## src/rtl/led_mode_controller_if.sv

```systemverilog
// Button/LED bundle for led_mode_controller.
// The master drives the raw buttons and observes the LED, mode and press
// outputs. The slave is the controller.
interface led_mode_controller_if;
    logic [2:0] button_n;
    logic       led;
    logic [1:0] mode;
    logic [2:0] press_event;

    modport master (output button_n, input led, mode, press_event);
    modport slave  (input button_n, output led, mode, press_event);
endinterface

```

## src/rtl/led_mode_controller.sv

```systemverilog
// led_mode_controller: three inverting push buttons drive one LED.
// Each button is synchronized, debounced and edge-detected. The per-cycle
// press is picked by fixed priority (0 > 1 > 2) and steps the LED through
// OFF / ON / BLINK_SLOW / BLINK_FAST.
// Optional feature: define LED_MODE_CONTROLLER_AUTO_OFF_EN to return to OFF
// after AUTO_OFF_CYCLES without an accepted press.
module led_mode_controller #(
    parameter int DEBOUNCE_CYCLES  = 500000,
    parameter int SLOW_HALF_PERIOD = 25000000,
    parameter int FAST_HALF_PERIOD = 5000000,
    parameter int AUTO_OFF_CYCLES  = 1500000000
) (
    input  logic                  clock,
    input  logic                  reset_n,
    led_mode_controller_if.slave  bus
);

    typedef enum logic [1:0] {
        MODE_OFF  = 2'b00,
        MODE_ON   = 2'b01,
        MODE_SLOW = 2'b10,
        MODE_FAST = 2'b11
    } mode_t;

    localparam int DEB_W     = $clog2(DEBOUNCE_CYCLES);
    localparam int BLINK_MAX = (SLOW_HALF_PERIOD > FAST_HALF_PERIOD) ? SLOW_HALF_PERIOD : FAST_HALF_PERIOD;
    localparam int BLINK_W   = $clog2(BLINK_MAX);
    localparam logic [DEB_W-1:0]   DEB_LAST  = DEB_W'(DEBOUNCE_CYCLES - 1);
    localparam logic [BLINK_W-1:0] SLOW_LAST = BLINK_W'(SLOW_HALF_PERIOD - 1);
    localparam logic [BLINK_W-1:0] FAST_LAST = BLINK_W'(FAST_HALF_PERIOD - 1);

    // Parameters below 2 would give zero-width counters.
    if (DEBOUNCE_CYCLES < 2 || SLOW_HALF_PERIOD < 2 || FAST_HALF_PERIOD < 2 || AUTO_OFF_CYCLES < 2) begin : g_param_check
        $error("led_mode_controller: all cycle parameters must be >= 2");
    end

    logic [2:0]       sync_1, sync_2;
    logic [1:0]       warm;
    logic [2:0]       stable, stable_d, armed;
    logic [DEB_W-1:0] deb_cnt [3];
    logic [2:0]       raw_press, accept;
    logic             timeout;
    mode_t            mode_q, mode_d;
    logic [2:0]       press_event_q;
    logic             led_q;
    logic [BLINK_W-1:0] blink_cnt;

    // Two-flop synchronizer, plus a warm-up flag that marks when sync_2 shows real input.
    always_ff @(posedge clock or negedge reset_n) begin
        // NOTE: all clocked state uses non-blocking assignments so every flop samples pre-edge values.
        if (!reset_n) begin
            sync_1 <= '1;
            sync_2 <= '1;
            warm   <= '0;
        end else begin
            sync_1 <= bus.button_n;
            sync_2 <= sync_1;
            warm   <= {warm[0], 1'b1};
        end
    end

    // Per-button debounce. A button is armed only after it is seen released,
    // so a button held through reset cannot fire.
    always_ff @(posedge clock or negedge reset_n) begin
        if (!reset_n) begin
            stable   <= '1;
            stable_d <= '1;
            armed    <= '0;
            // NOTE: the counter array is plain flops, so it is cleared like any other register.
            for (int i = 0; i < 3; i++) deb_cnt[i] <= '0;
        end else begin
            stable_d <= stable;
            for (int i = 0; i < 3; i++) begin
                if (warm[1] && sync_2[i]) armed[i] <= 1'b1;
                if (sync_2[i] == stable[i]) begin
                    deb_cnt[i] <= '0;
                end else if (deb_cnt[i] == DEB_LAST) begin
                    stable[i]  <= sync_2[i];
                    deb_cnt[i] <= '0;
                end else begin
                    deb_cnt[i] <= deb_cnt[i] + DEB_W'(1);
                end
            end
        end
    end

    assign raw_press = stable_d & ~stable & armed;

    // Fixed-priority pick of one press per cycle. Lower-priority presses are dropped.
    always_comb begin
        // NOTE: defaults first keep this block free of inferred latches.
        accept = 3'b000;
        if (raw_press[0])      accept = 3'b001;
        else if (raw_press[1]) accept = 3'b010;
        else if (raw_press[2]) accept = 3'b100;
    end

`ifdef LED_MODE_CONTROLLER_AUTO_OFF_EN
    localparam int AUTO_W = $clog2(AUTO_OFF_CYCLES);
    localparam logic [AUTO_W-1:0] AUTO_LAST = AUTO_W'(AUTO_OFF_CYCLES - 1);
    logic [AUTO_W-1:0] idle_cnt;

    // Inactivity timer: cleared by a press or by entering OFF, runs while lit.
    always_ff @(posedge clock or negedge reset_n) begin
        if (!reset_n)
            idle_cnt <= '0;
        else if (accept != 3'b000 || (mode_d == MODE_OFF && mode_q != MODE_OFF))
            idle_cnt <= '0;
        else if (mode_q != MODE_OFF)
            idle_cnt <= idle_cnt + AUTO_W'(1);
    end

    assign timeout = (mode_q != MODE_OFF) && (idle_cnt == AUTO_LAST);
`else
    assign timeout = 1'b0;
`endif

    // Next-state logic. An accepted press takes precedence over the timeout.
    always_comb begin
        mode_d = mode_q;
        case (accept)
            3'b001: mode_d = (mode_q == MODE_OFF) ? MODE_ON : MODE_OFF;
            3'b010: begin
                case (mode_q)
                    MODE_ON:   mode_d = MODE_SLOW;
                    MODE_SLOW: mode_d = MODE_FAST;
                    MODE_FAST: mode_d = MODE_ON;
                    default:   mode_d = mode_q;
                endcase
            end
            3'b100: begin
                case (mode_q)
                    MODE_ON:   mode_d = MODE_FAST;
                    MODE_SLOW: mode_d = MODE_FAST;
                    MODE_FAST: mode_d = MODE_SLOW;
                    default:   mode_d = mode_q;
                endcase
            end
            default: if (timeout) mode_d = MODE_OFF;
        endcase
    end

    // Mode register and registered press pulse, updated on the same edge.
    always_ff @(posedge clock or negedge reset_n) begin
        if (!reset_n) begin
            mode_q        <= MODE_OFF;
            press_event_q <= 3'b000;
        end else begin
            mode_q        <= mode_d;
            press_event_q <= accept;
        end
    end

    // LED driver. Any mode change restarts the blink timer and lights the LED unless the new mode is OFF.
    always_ff @(posedge clock or negedge reset_n) begin
        if (!reset_n) begin
            led_q     <= 1'b0;
            blink_cnt <= '0;
        end else if (mode_d != mode_q) begin
            led_q     <= (mode_d != MODE_OFF);
            blink_cnt <= '0;
        end else begin
            case (mode_q)
                MODE_OFF: begin
                    led_q     <= 1'b0;
                    blink_cnt <= '0;
                end
                MODE_ON: begin
                    led_q     <= 1'b1;
                    blink_cnt <= '0;
                end
                MODE_SLOW: begin
                    if (blink_cnt == SLOW_LAST) begin
                        led_q     <= ~led_q;
                        blink_cnt <= '0;
                    end else begin
                        blink_cnt <= blink_cnt + BLINK_W'(1);
                    end
                end
                default: begin
                    if (blink_cnt == FAST_LAST) begin
                        led_q     <= ~led_q;
                        blink_cnt <= '0;
                    end else begin
                        blink_cnt <= blink_cnt + BLINK_W'(1);
                    end
                end
            endcase
        end
    end

    assign bus.led         = led_q;
    assign bus.mode        = mode_q;
    assign bus.press_event = press_event_q;

endmodule
```

## src/flat_wrapper.sv

```systemverilog
// flat-port wrapper written by rule: the top's interface ports become plain ports
module led_mode_controller_flat 
#(
    parameter int DEBOUNCE_CYCLES  = 500000,
    parameter int SLOW_HALF_PERIOD = 25000000,
    parameter int FAST_HALF_PERIOD = 5000000,
    parameter int AUTO_OFF_CYCLES  = 1500000000
)
  (clock, reset_n, bus_button_n, bus_led, bus_mode, bus_press_event);
  led_mode_controller_if bus_i ();
  input  logic clock;
  input  logic reset_n;
  input wire logic [$bits(bus_i.button_n)-1:0] bus_button_n;
  output wire logic [$bits(bus_i.led)-1:0] bus_led;
  output wire logic [$bits(bus_i.mode)-1:0] bus_mode;
  output wire logic [$bits(bus_i.press_event)-1:0] bus_press_event;
  assign bus_i.button_n = bus_button_n;
  assign bus_led = bus_i.led;
  assign bus_mode = bus_i.mode;
  assign bus_press_event = bus_i.press_event;
  led_mode_controller #(.DEBOUNCE_CYCLES(DEBOUNCE_CYCLES), .SLOW_HALF_PERIOD(SLOW_HALF_PERIOD), .FAST_HALF_PERIOD(FAST_HALF_PERIOD), .AUTO_OFF_CYCLES(AUTO_OFF_CYCLES)) u_core (.clock(clock), .reset_n(reset_n), .bus(bus_i));
endmodule
```

## config.mk

```make
export PLATFORM = sky130hd
export DESIGN_NAME = led_mode_controller_flat
export DESIGN_NICKNAME = d
export VERILOG_FILES = /design/src/rtl/led_mode_controller_if.sv /design/src/rtl/led_mode_controller.sv /design/src/flat_wrapper.sv
export SDC_FILE = /design/constraint.sdc
export NUM_CORES = 1
export LEC_CHECK = 0
export CORE_MARGIN = 4
export CORE_UTILIZATION = 60
export CTS_CLUSTER_SIZE = 16
export DETAILED_ROUTE_END_ITERATION = 8
export PLACE_DENSITY = 0.88
export SKIP_LAST_GASP = 1
export SLEW_MARGIN = 40
export SYNTH_ARGS = -nofsm -noshare
export SYNTH_HDL_FRONTEND = slang
export SYNTH_SLANG_ARGS = --single-unit
```

## constraint.sdc

```tcl
create_clock -name clock -period 2.85 [get_ports clock]
set_input_delay 0.285 -clock clock [delete_from_list [all_inputs] [get_ports clock]]
set_output_delay 0.285 -clock clock [all_outputs]
set_load 0.01 [all_outputs]
```

# After elaboration in Yosys (flattened, before gate mapping)
# Cells that the tools add are included.
[totals]
reg_bits = 105
ramBits = 0
n_memories = 0
mem_bits_ro = 0
out_inout_bits = 6
wordCells = 77
latch_bits = 0
inputBits = 5
[classes]
shift = 0
add_sub_neg = 4
magnitude_cmp = 0
bitwise_logic = 7
n_mul = 0
reduce_logical = 12
n_eq_ne = 16
muxes = 21
div_mod_pow = 0
[op_table]
columns = ["op", "count"]
rows = [
  ["$mux 19", 6],
  ["$mux 25", 3],
  ["$add 19x1->19 const B", 3],
  ["$eq 19x19->1 const B", 3],
  ["$pmux 25 s2", 1],
  ["$add 25x1->25 const B", 1],
  ["$eq 25x23->1 const B", 1],
  ["$eq 25x25->1 const B", 1],
  ["$pmux 2 s3", 2],
  ["$mux 3", 3],
  ["$reduce_and 2->1", 4],
  ["$and 3x3->3", 2],
  ["$reduce_bool 5->1", 1],
  ["$eq 2x2->1 const B", 2],
  ["$mux 1", 4],
  ["$not 1->1", 4],
  ["$pmux 2 s2", 1],
  ["$reduce_or 2->1", 2],
  ["$eq 1x1->1", 3],
  ["$eq 3x1->1 const B", 1],
  ["$eq 3x2->1 const B", 1],
  ["$eq 3x3->1 const B", 1],
  ["$logic_and 1x1->1", 3],
  ["$ne 3x1->1 const B", 1],
  ["6 further kinds", 6],
]

# Longest topological paths before layout
# Gate-level depths: netlist of the first run.
[depth]
word_depth = 11
ltp_mapped = 9
depth_no_buf = 8

# Worst setup path before layout of the first run
# Ideal clock, no wire load.
[synth_path]
kind = "reg2reg"
startpoint = "register u_core.mode_q[0], in the netlist u_core.bus.mode[0]"
endpoint = "register u_core.blink_cnt[18]"
t_required_ps = 2731
arrival_time_ps = 2168
synth_period_minus_slack_ps = 2287
setup_ps = 119
path_buffers = 1
path_slack_ps = 563
stages_incl_launch_ff = 10
cell_sequence = "dfrtp_1 > inv_1 > ha_1 > or4bb_2 > o311ai_0 > a22o_1 > a211oi_4 > nand2_2 > buf_6 > nor2_1"
[synth_via]
elab_chain_cells = 6
elab_cells_between_ends = 13
classes_between = "eq/ne: 4; mux: 6; reduce/logical: 3"
[synth_rtl]
columns = ["element", "line", "text"]
rows = [
  ["start: declaration", "led_mode_controller.sv:43", "mode_t mode_q, mode_d;"],
  ["start signal: assignment", "led_mode_controller.sv:149", "mode_q <= mode_d;"],
  ["$eq 2x1->1 or $eq 2x2->1 (tied branches)", "led_mode_controller.sv:124, led_mode_controller.sv:132, led_mode_controller.sv:163", ""],
  ["$reduce_or 2->1 (no source line)", "--", ""],
  ["$pmux 2 s2", "led_mode_controller.sv:132", "case (mode_q)"],
  ["$pmux 2 s3", "led_mode_controller.sv:121", "case (accept)"],
  ["$ne 2x2->1", "led_mode_controller.sv:159", "end else if (mode_d != mode_q) begin"],
  ["$mux 25 (*)", "led_mode_controller.sv:159", ""],
  ["end signal: assignment", "led_mode_controller.sv:177", "blink_cnt <= blink_cnt + BLINK_W'(1);"],
  ["end signal: assignment", "led_mode_controller.sv:185", "blink_cnt <= blink_cnt + BLINK_W'(1);"],
  ["end: declaration", "led_mode_controller.sv:46", "logic [BLINK_W-1:0] blink_cnt;"],
]
# Every way passes the cells marked *; elsewhere a longest branch is shown, timed or not.
# A chain may end at the register's enable or synchronous reset.

# Worst setup path in the final report of the first run
[layout_path]
startpoint = "register u_core.mode_q[1], in the netlist u_core.bus.mode[1]"
endpoint = "register u_core.blink_cnt[18]"
# Same word-level chain as after synthesis.

==> impl_metrics.env, run 1 <==
export IMPL_outcome="complete, no violations"
export IMPL_p_int_uw=1940
export IMPL_rsz0062_at_grt="no"
export IMPL_grt_pass1_wl_um=15800
export IMPL_fin_nets=513
export IMPL_ff_latch_area_um2=2640
export IMPL_crit_chain="inv_1 > ha_1 > or4bb_2 > o311ai_0 > a22o_1 > a211oi_4 > nand2_2 > nor2_1"
export IMPL_antenna_found_initial=0
export IMPL_min_delay_start="bus_button_n[2]"
export IMPL_min_to="u_core.sync_1[2]"
export IMPL_port_buffers=10
export IMPL_gp_congestion=0.835
export IMPL_antennaDiodeCount=0
export IMPL_synth_edf_count=0
export IMPL_viasPerCell=5.64
export IMPL_p_clk_share_pct=36.7
export IMPL_cts_buffers=9
export IMPL_syn_inst=485
export IMPL_std_cell_rows=32
export IMPL_maxCapViolations=0
export IMPL_synth_cell_type_count=49
export IMPL_final_area_um2=5350
export IMPL_htree_levels=3
export IMPL_cp_start_kind="flop"
export IMPL_required_ns=3.09
export IMPL_place_area_um2=5130
export IMPL_setup_viol=0
export IMPL_min_path_type="primary input to flop"
export IMPL_ctsResizeCount=0
export IMPL_overflow=0
export IMPL_insertion_delay_ns=0.36
export IMPL_first_pass_iters=5
export IMPL_reg2reg_to="u_core.blink_cnt[18]"
export IMPL_holdPathStages=1
export IMPL_fin_crit_sh_pct=93.4
export IMPL_fin_tns_setup_ns=0
export IMPL_whs_ns=0.320
export IMPL_post_cts_buffers=0
export IMPL_yosysTopAreaCell="dfrtp_1"
export IMPL_drive_gt1_share_pct=9.29
export IMPL_die_w_um=98.7
export IMPL_max_freq_mhz=376
export IMPL_switching_share_pct=22.9
export IMPL_hold_viol=0
export IMPL_end_kind="flop"
export IMPL_drt_wl_total_um=8800
export IMPL_synth_top_area_share_pct=47.2
export IMPL_clkTransAtPathRegs_ns=0.10
export IMPL_root_buffer="clkbuf_8"
export IMPL_grt_max_degree=89
export IMPL_p_leak_uw=0.00222
export IMPL_ys_seq_area_share_pct=53.6
export IMPL_synth_area_per_cell_um2=10.2
export IMPL_final_antenna_net_count=0
export IMPL_top_level_ports=11
export IMPL_avgRoutedWirePerCell_um=14.5
export IMPL_multi_input_area_um2=2200
export IMPL_clock_sinks=105
export IMPL_post_route_min_period_ns=2.66
export IMPL_crit_path_top_delay_cell="or4bb_2"
export IMPL_grt_pass1_vias=3477
export IMPL_core_um2=7850
export IMPL_synth_seq_cells=105
export IMPL_rrSetupSlack_ns=0.19
export IMPL_critPathMaxStageDelay_ns=0.63
export IMPL_hpwl_um=6040
export IMPL_fillers=619
export IMPL_die_y_um=98.7
export IMPL_mappedNetlistNets=497
export IMPL_worst_pin_slew_ns=0.717
export IMPL_slew_violations=0
export IMPL_ff2ff_path_depth=8
export IMPL_p_per_area_nw_per_um2=471
export IMPL_cts_hold_buf=1
export IMPL_synth_area_um2=4930
export IMPL_irDropWorstVdd_uv=382
export IMPL_area_delta_synth_final_pct=8.40
export IMPL_vias=3430
export IMPL_synth_area_leaders="dfrtp_1 47%, nor2_1 7.4%, xor2_1 7.3%"
export IMPL_drtIter0Drc=123
export IMPL_dieArea_um2=9730
export IMPL_crit_type="flop to flop"
export IMPL_ys_flop_type="dfrtp_1"
export IMPL_async_flop_share_pct=100
export IMPL_finClkSkew_ns=0.00851
export IMPL_comb_power_share_pct=2.9
export IMPL_ys_warn_count=0
export IMPL_arrival_ns=2.90
export IMPL_clockBufferDepth=2
export IMPL_start_util_pct=62.9
export IMPL_cts_tree="done"
export IMPL_slew_headroom_pct=51.8
export IMPL_track_usage_pct=19.6
export IMPL_switching_power_uw=576
export IMPL_worst_path_max_fanout=23
export IMPL_worstReg2RegStart="u_core.bus.mode[1]"
export IMPL_post_route_drc_count=0
export IMPL_seqPwrFrac_pct=60.4
==> worst max path at each step <==
stage | from | to | slack (ns)
2_1_floorplan | u_core.bus.mode[0] | u_core.blink_cnt[18] | 0.56
3_3_place_gp | u_core.bus.mode[1] | u_core.blink_cnt[2] | 0.40
3_5_place_dp | u_core.bus.mode[1] | u_core.blink_cnt[18] | 0.22
4_1_cts | u_core.bus.mode[0] | u_core.blink_cnt[18] | 0.21
5_1_grt | u_core.bus.mode[1] | u_core.blink_cnt[16] | 0.06
6_report | u_core.bus.mode[1] | u_core.blink_cnt[18] | 0.19
==> layout make-up <==
class	count	share of cell area [%]
Sequential cell	105	49.4
Multi-Input combinational cell	360	41.1
Tap cell	102	2.39
Timing Repair Buffer	14	2.55
Clock buffer	9	2.32
Clock inverter	7	1.45
Inverter	11	0.772
==> Yosys cell counts, drive strengths merged (2+ instances only) <==
master and count:
o31ai 2, a22o 2, mux2 3, and2 2, a21oi 8, nor2 99
dfstp 12, or3 6, buf 6, xor2 41, and3 9, nand3 29
or4 2, nand4 21, nand3b 4, or2 3, ha 7, nand2 36
clkbuf 3, inv 11, o21ai 8, nor2b 4, nor3 8, nor4b 2
nor4 8, dfrtp 93, and4 8, a21o 3, xnor2 32
==> logic make-up after synthesis <==
kind of cell,Yosys count,share of synthesized area (%)
adders and majority gates,7,1.78
other,1,0.0760
buffers and inverters,20,1.88
AOI/OAI and AO/OA,30,4.11
DFF,105,53.6
xor gates and xnor gates,73,13.0
and+or+nand+nor,245,24.7
muxes,4,0.888
==> layer usage <==
metal | vias to the layer above | part of all wire (%) | routed length [µm] | track usage [%]
li1 | 1678 | - | - | -
met5 | - | 0 | 0 | 0
met1 | 1689 | 45 | 3920 | 25.4
met4 | 0 | 1.0 | 91 | 5.04
met2 | 53 | 51 | 4520 | 33.1
met3 | 10 | 3.0 | 260 | 4.95
==> cell usage in the layout (no fill, tap or decap), types with 3 or more instances in the layout <==
master	instances
mux2_2	3
and4_1	8
nand3_1	29
a21oi_1	8
nand4_1	21
xnor2_1	32
clkdlybuf4s50_1	9
dfrtp_1	93
ha_1	7
o21ai_0	7
nand3b_1	3
a21o_1	3
nor4_1	8
xor2_1	41
or3_1	6
clkinvlp_4	3
and3_1	7
nor3_1	8
buf_4	3
inv_1	11
or2_2	3
nor2b_1	4
clkbuf_8	10
nand2_1	35
nor2_1	97
dfstp_2	12
==> flip-flops by register name, indices dropped and copies added, names as in the netlist <==
signal	cells
u_core.warm	2
u_core.sync_1	3
u_core.bus.mode	2
u_core.blink_cnt	25
u_core.deb_cnt	57
u_core.stable_d	3
u_core.bus.led	1
u_core.stable	3
u_core.armed	3
u_core.sync_2	3
u_core.bus.press_event	3
==> per-stage QoR <==
step | power [µW] | utilization (%) | cells | setup slack, ns
final | 2520 | 68.1 | 608 | 0.188
after global routing | 2630 | 68.1 | 608 | 0.0574
after CTS | 2560 | 68.1 | 608 | 0.215
after detailed placement | 1630 | 65.4 | 591 | 0.217
after global placement | 1620 | 65.4 | 591 | 0.397
after floorplan | 1580 | - | 485 | 0.563
==> power groups by stage <==
stage	registers (µW)	logic, µW	clock network, µW
2_1_floorplan	1550	31.2	0
3_3_place_gp	1550	69.5	0
3_5_place_dp	1550	74.5	0
4_1_cts	1520	76.1	957
5_1_grt	1530	85.2	1020
6_report	1520	73.2	923
==> worst max-delay path: cells and delay by family, from the launching register on <==
kind	cells	cell delay (ns)
buf+inv	1	0.13
fa+ha+maj	1	0.35
flops	1	0.48
compound gates	3	0.46
simple gates	3	1.11
No activity file was read; power rests on OpenSTA's default activity.
==> run 2, diff against run 1 <==
Settings changed: ABC_CLOCK_PERIOD_IN_PS set to 2850, MAX_ROUTING_LAYER set to met4.
==> run 2 against run 1 <==
Effect of this change:
- via count rose by 0.64%
- wire length rose by 0.95%
- clock-buffer cell count did not move
- non-clock buffer count did not move
- die area did not move
- clock power rose by 1%
- register-to-register slack barely moved
- setup slack improved by 0.012 ns
- final cell count did not move
- clock skew rose by 0.0025 ns
- flip-flop and latch count did not move
- utilization did not move
- critical path type unchanged
- highest routed layer unchanged
==> impl_metrics.env, run 2 (synthesis results as in run 1) <==
export IMPL_timing_final_ws_setup_ns=0.200
export IMPL_slew_violations=0
export IMPL_track_usage_pct=20.3
export IMPL_outcome="complete, no violations"
export IMPL_cts_tree="done"
export IMPL_fin_crit_sh_pct=93.0
export IMPL_fin_tns_setup_ns=0
export IMPL_arrival_ns=2.89
export IMPL_first_pass_iters=6
export IMPL_crit_chain="inv_1 > ha_1 > or4bb_2 > o311ai_0 > a22o_1 > a211oi_4 > nand2_2 > nor2_1"
export IMPL_clkTransAtPathRegs_ns=0.10
export IMPL_antennaDiodeCount=0
export IMPL_irDropWorstVdd_uv=386
export IMPL_worst_pin_slew_ns=0.719
export IMPL_largest_register_ffs=57
export IMPL_rsz0062_at_grt="no"
export IMPL_drtIter0Drc=118
export IMPL_grt_pass1_vias=3469
export IMPL_final_area_um2=5350
export IMPL_slew_headroom_pct=51.6
export IMPL_clockBufferDepth=2
export IMPL_post_cts_buffers=0
export IMPL_p_per_area_nw_per_um2=473
export IMPL_dieArea_um2=9730
export IMPL_overflow=0
export IMPL_multi_input_area_um2=2200
export IMPL_port_buffers=10
export IMPL_worst_path_max_fanout=23
export IMPL_fillers=619
export IMPL_maxCapViolations=0
export IMPL_core_um2=7850
export IMPL_setup_viol=0
export IMPL_hpwl_um=6040
export IMPL_gp_congestion=0.848
export IMPL_cts_buffers=9
export IMPL_std_cell_rows=32
export IMPL_drt_wl_total_um=8880
export IMPL_place_area_um2=5130
export IMPL_hold_viol=0
export IMPL_post_route_min_period_ns=2.65
export IMPL_drive_gt1_share_pct=9.29
export IMPL_root_buffer="clkbuf_8"
export IMPL_final_common_cell="nor2_1"
export IMPL_finClkSkew_ns=0.0110
export IMPL_final_antenna_net_count=0
export IMPL_antenna_found_initial=0
export IMPL_crit_path_top_delay_cell="or4bb_2"
export IMPL_cp_start_kind="flop"
export IMPL_insertion_delay_ns=0.37
export IMPL_max_freq_mhz=377
export IMPL_start_util_pct=62.9
export IMPL_htree_levels=3
export IMPL_min_path_type="primary input to flop"
export IMPL_viasPerCell=5.68
export IMPL_layout_common_cells="97 x nor2_1, 93 x dfrtp_1, 41 x xor2_1"
export IMPL_top_level_ports=11
export IMPL_die_y_um=98.7
export IMPL_grt_max_degree=89
export IMPL_critPathMaxStageDelay_ns=0.63
export IMPL_grt_pass1_wl_um=15900
export IMPL_die_w_um=98.7
export IMPL_clock_sinks=105
export IMPL_crit_type="flop to flop"
export IMPL_area_delta_synth_final_pct=8.40
export IMPL_fin_nets=513
export IMPL_top_register="u_core.deb_cnt"
export IMPL_reg_largest_list="u_core.deb_cnt: 57 flops, u_core.blink_cnt: 25 flops"
export IMPL_vias=3452
export IMPL_post_route_drc_count=0
export IMPL_p_leak_uw=0.00222
export IMPL_required_ns=3.09
export IMPL_place_ws_ns=0.217
export IMPL_end_kind="flop"
export IMPL_avgRoutedWirePerCell_um=14.6
export IMPL_ff_latch_area_um2=2640
[run 2: cell counts in the layout (fill, tap and decap cells not counted)]
Identical to the previous run, type by type.
[run 2: worst paths after layout]
path | startpoint | end | slack, ns | cells past startpoint
min | bus_button_n[2] | u_core.sync_1[2] | 0.31 | 1
max in group asynchronous | reset_n | u_core.blink_cnt[23] | 1.70 | 3
max reg2reg | u_core.bus.mode[1] | u_core.blink_cnt[18] | 0.20 | 8
min in group asynchronous | reset_n | u_core.deb_cnt[45] | 0.50 | 2
max | u_core.bus.mode[1] | u_core.blink_cnt[18] | 0.20 | 8
min reg2reg | u_core.warm[0] | u_core.warm[1] | 0.34 | 0
[run 2: worst max-delay path, delay by kind of cell (launching register included)]
family	cells	cell delay, ns
AO/OA/AOI/OAI	3	0.45
adder cells (fa/ha/maj)	1	0.35
buffers and inverters	1	0.13
flip-flops	1	0.48
AND/OR/NAND/NOR	3	1.11
[run 2: area by class of cell]
class,count,share of cell area (%)
Timing Repair Buffer,14,2.55
Clock inverter,7,1.45
Clock buffer,9,2.32
Inverter,11,0.772
Sequential cell,105,49.4
Multi-Input combinational cell,360,41.1
Tap cell,102,2.39
[run 2: through the flow]
step | cells | utilization (%) | hold slack [ns] | power [µW]
5_1_grt | 608 | 68.1 | 0.292 | 2630
2_1_floorplan | 485 | - | -0.0106 | 1580
6_report | 608 | 68.1 | 0.314 | 2530
3_5_place_dp | 591 | 65.4 | 0.335 | 1630
3_3_place_gp | 591 | 65.4 | 0.332 | 1620
4_1_cts | 608 | 68.1 | 0.299 | 2560
[run 2: layer usage]
metal  track usage (%)  vias to the layer above  routed length, µm
met4              6.30                        0                142
met3              4.32                       15                273
met1              25.6                     1707               3930
met2              33.0                       51               4540
met5                 -                        -                  0
li1                  -                     1679                  -
[run 2: report_power, final]
part | switching, µW | internal [µW] | leakage, µW
logic | 52.1 | 21.1 | 0.000727
clock network | 519 | 413 | 0.0000938
registers | 13.8 | 1510 | 0.00140
[run 2: timing repair]
action | in CTS | in global routing
hold buffers | 1 | 0
gates resized for setup | 0 | 0
hold endpoints to repair | 5 | 0
==> run 3, diff against run 2 <==
Settings changed: TNS_END_PERCENT set to 100.
==> results of run 3 <==
Same layout as run 2: the final DEF is identical, and so are final timing and power.
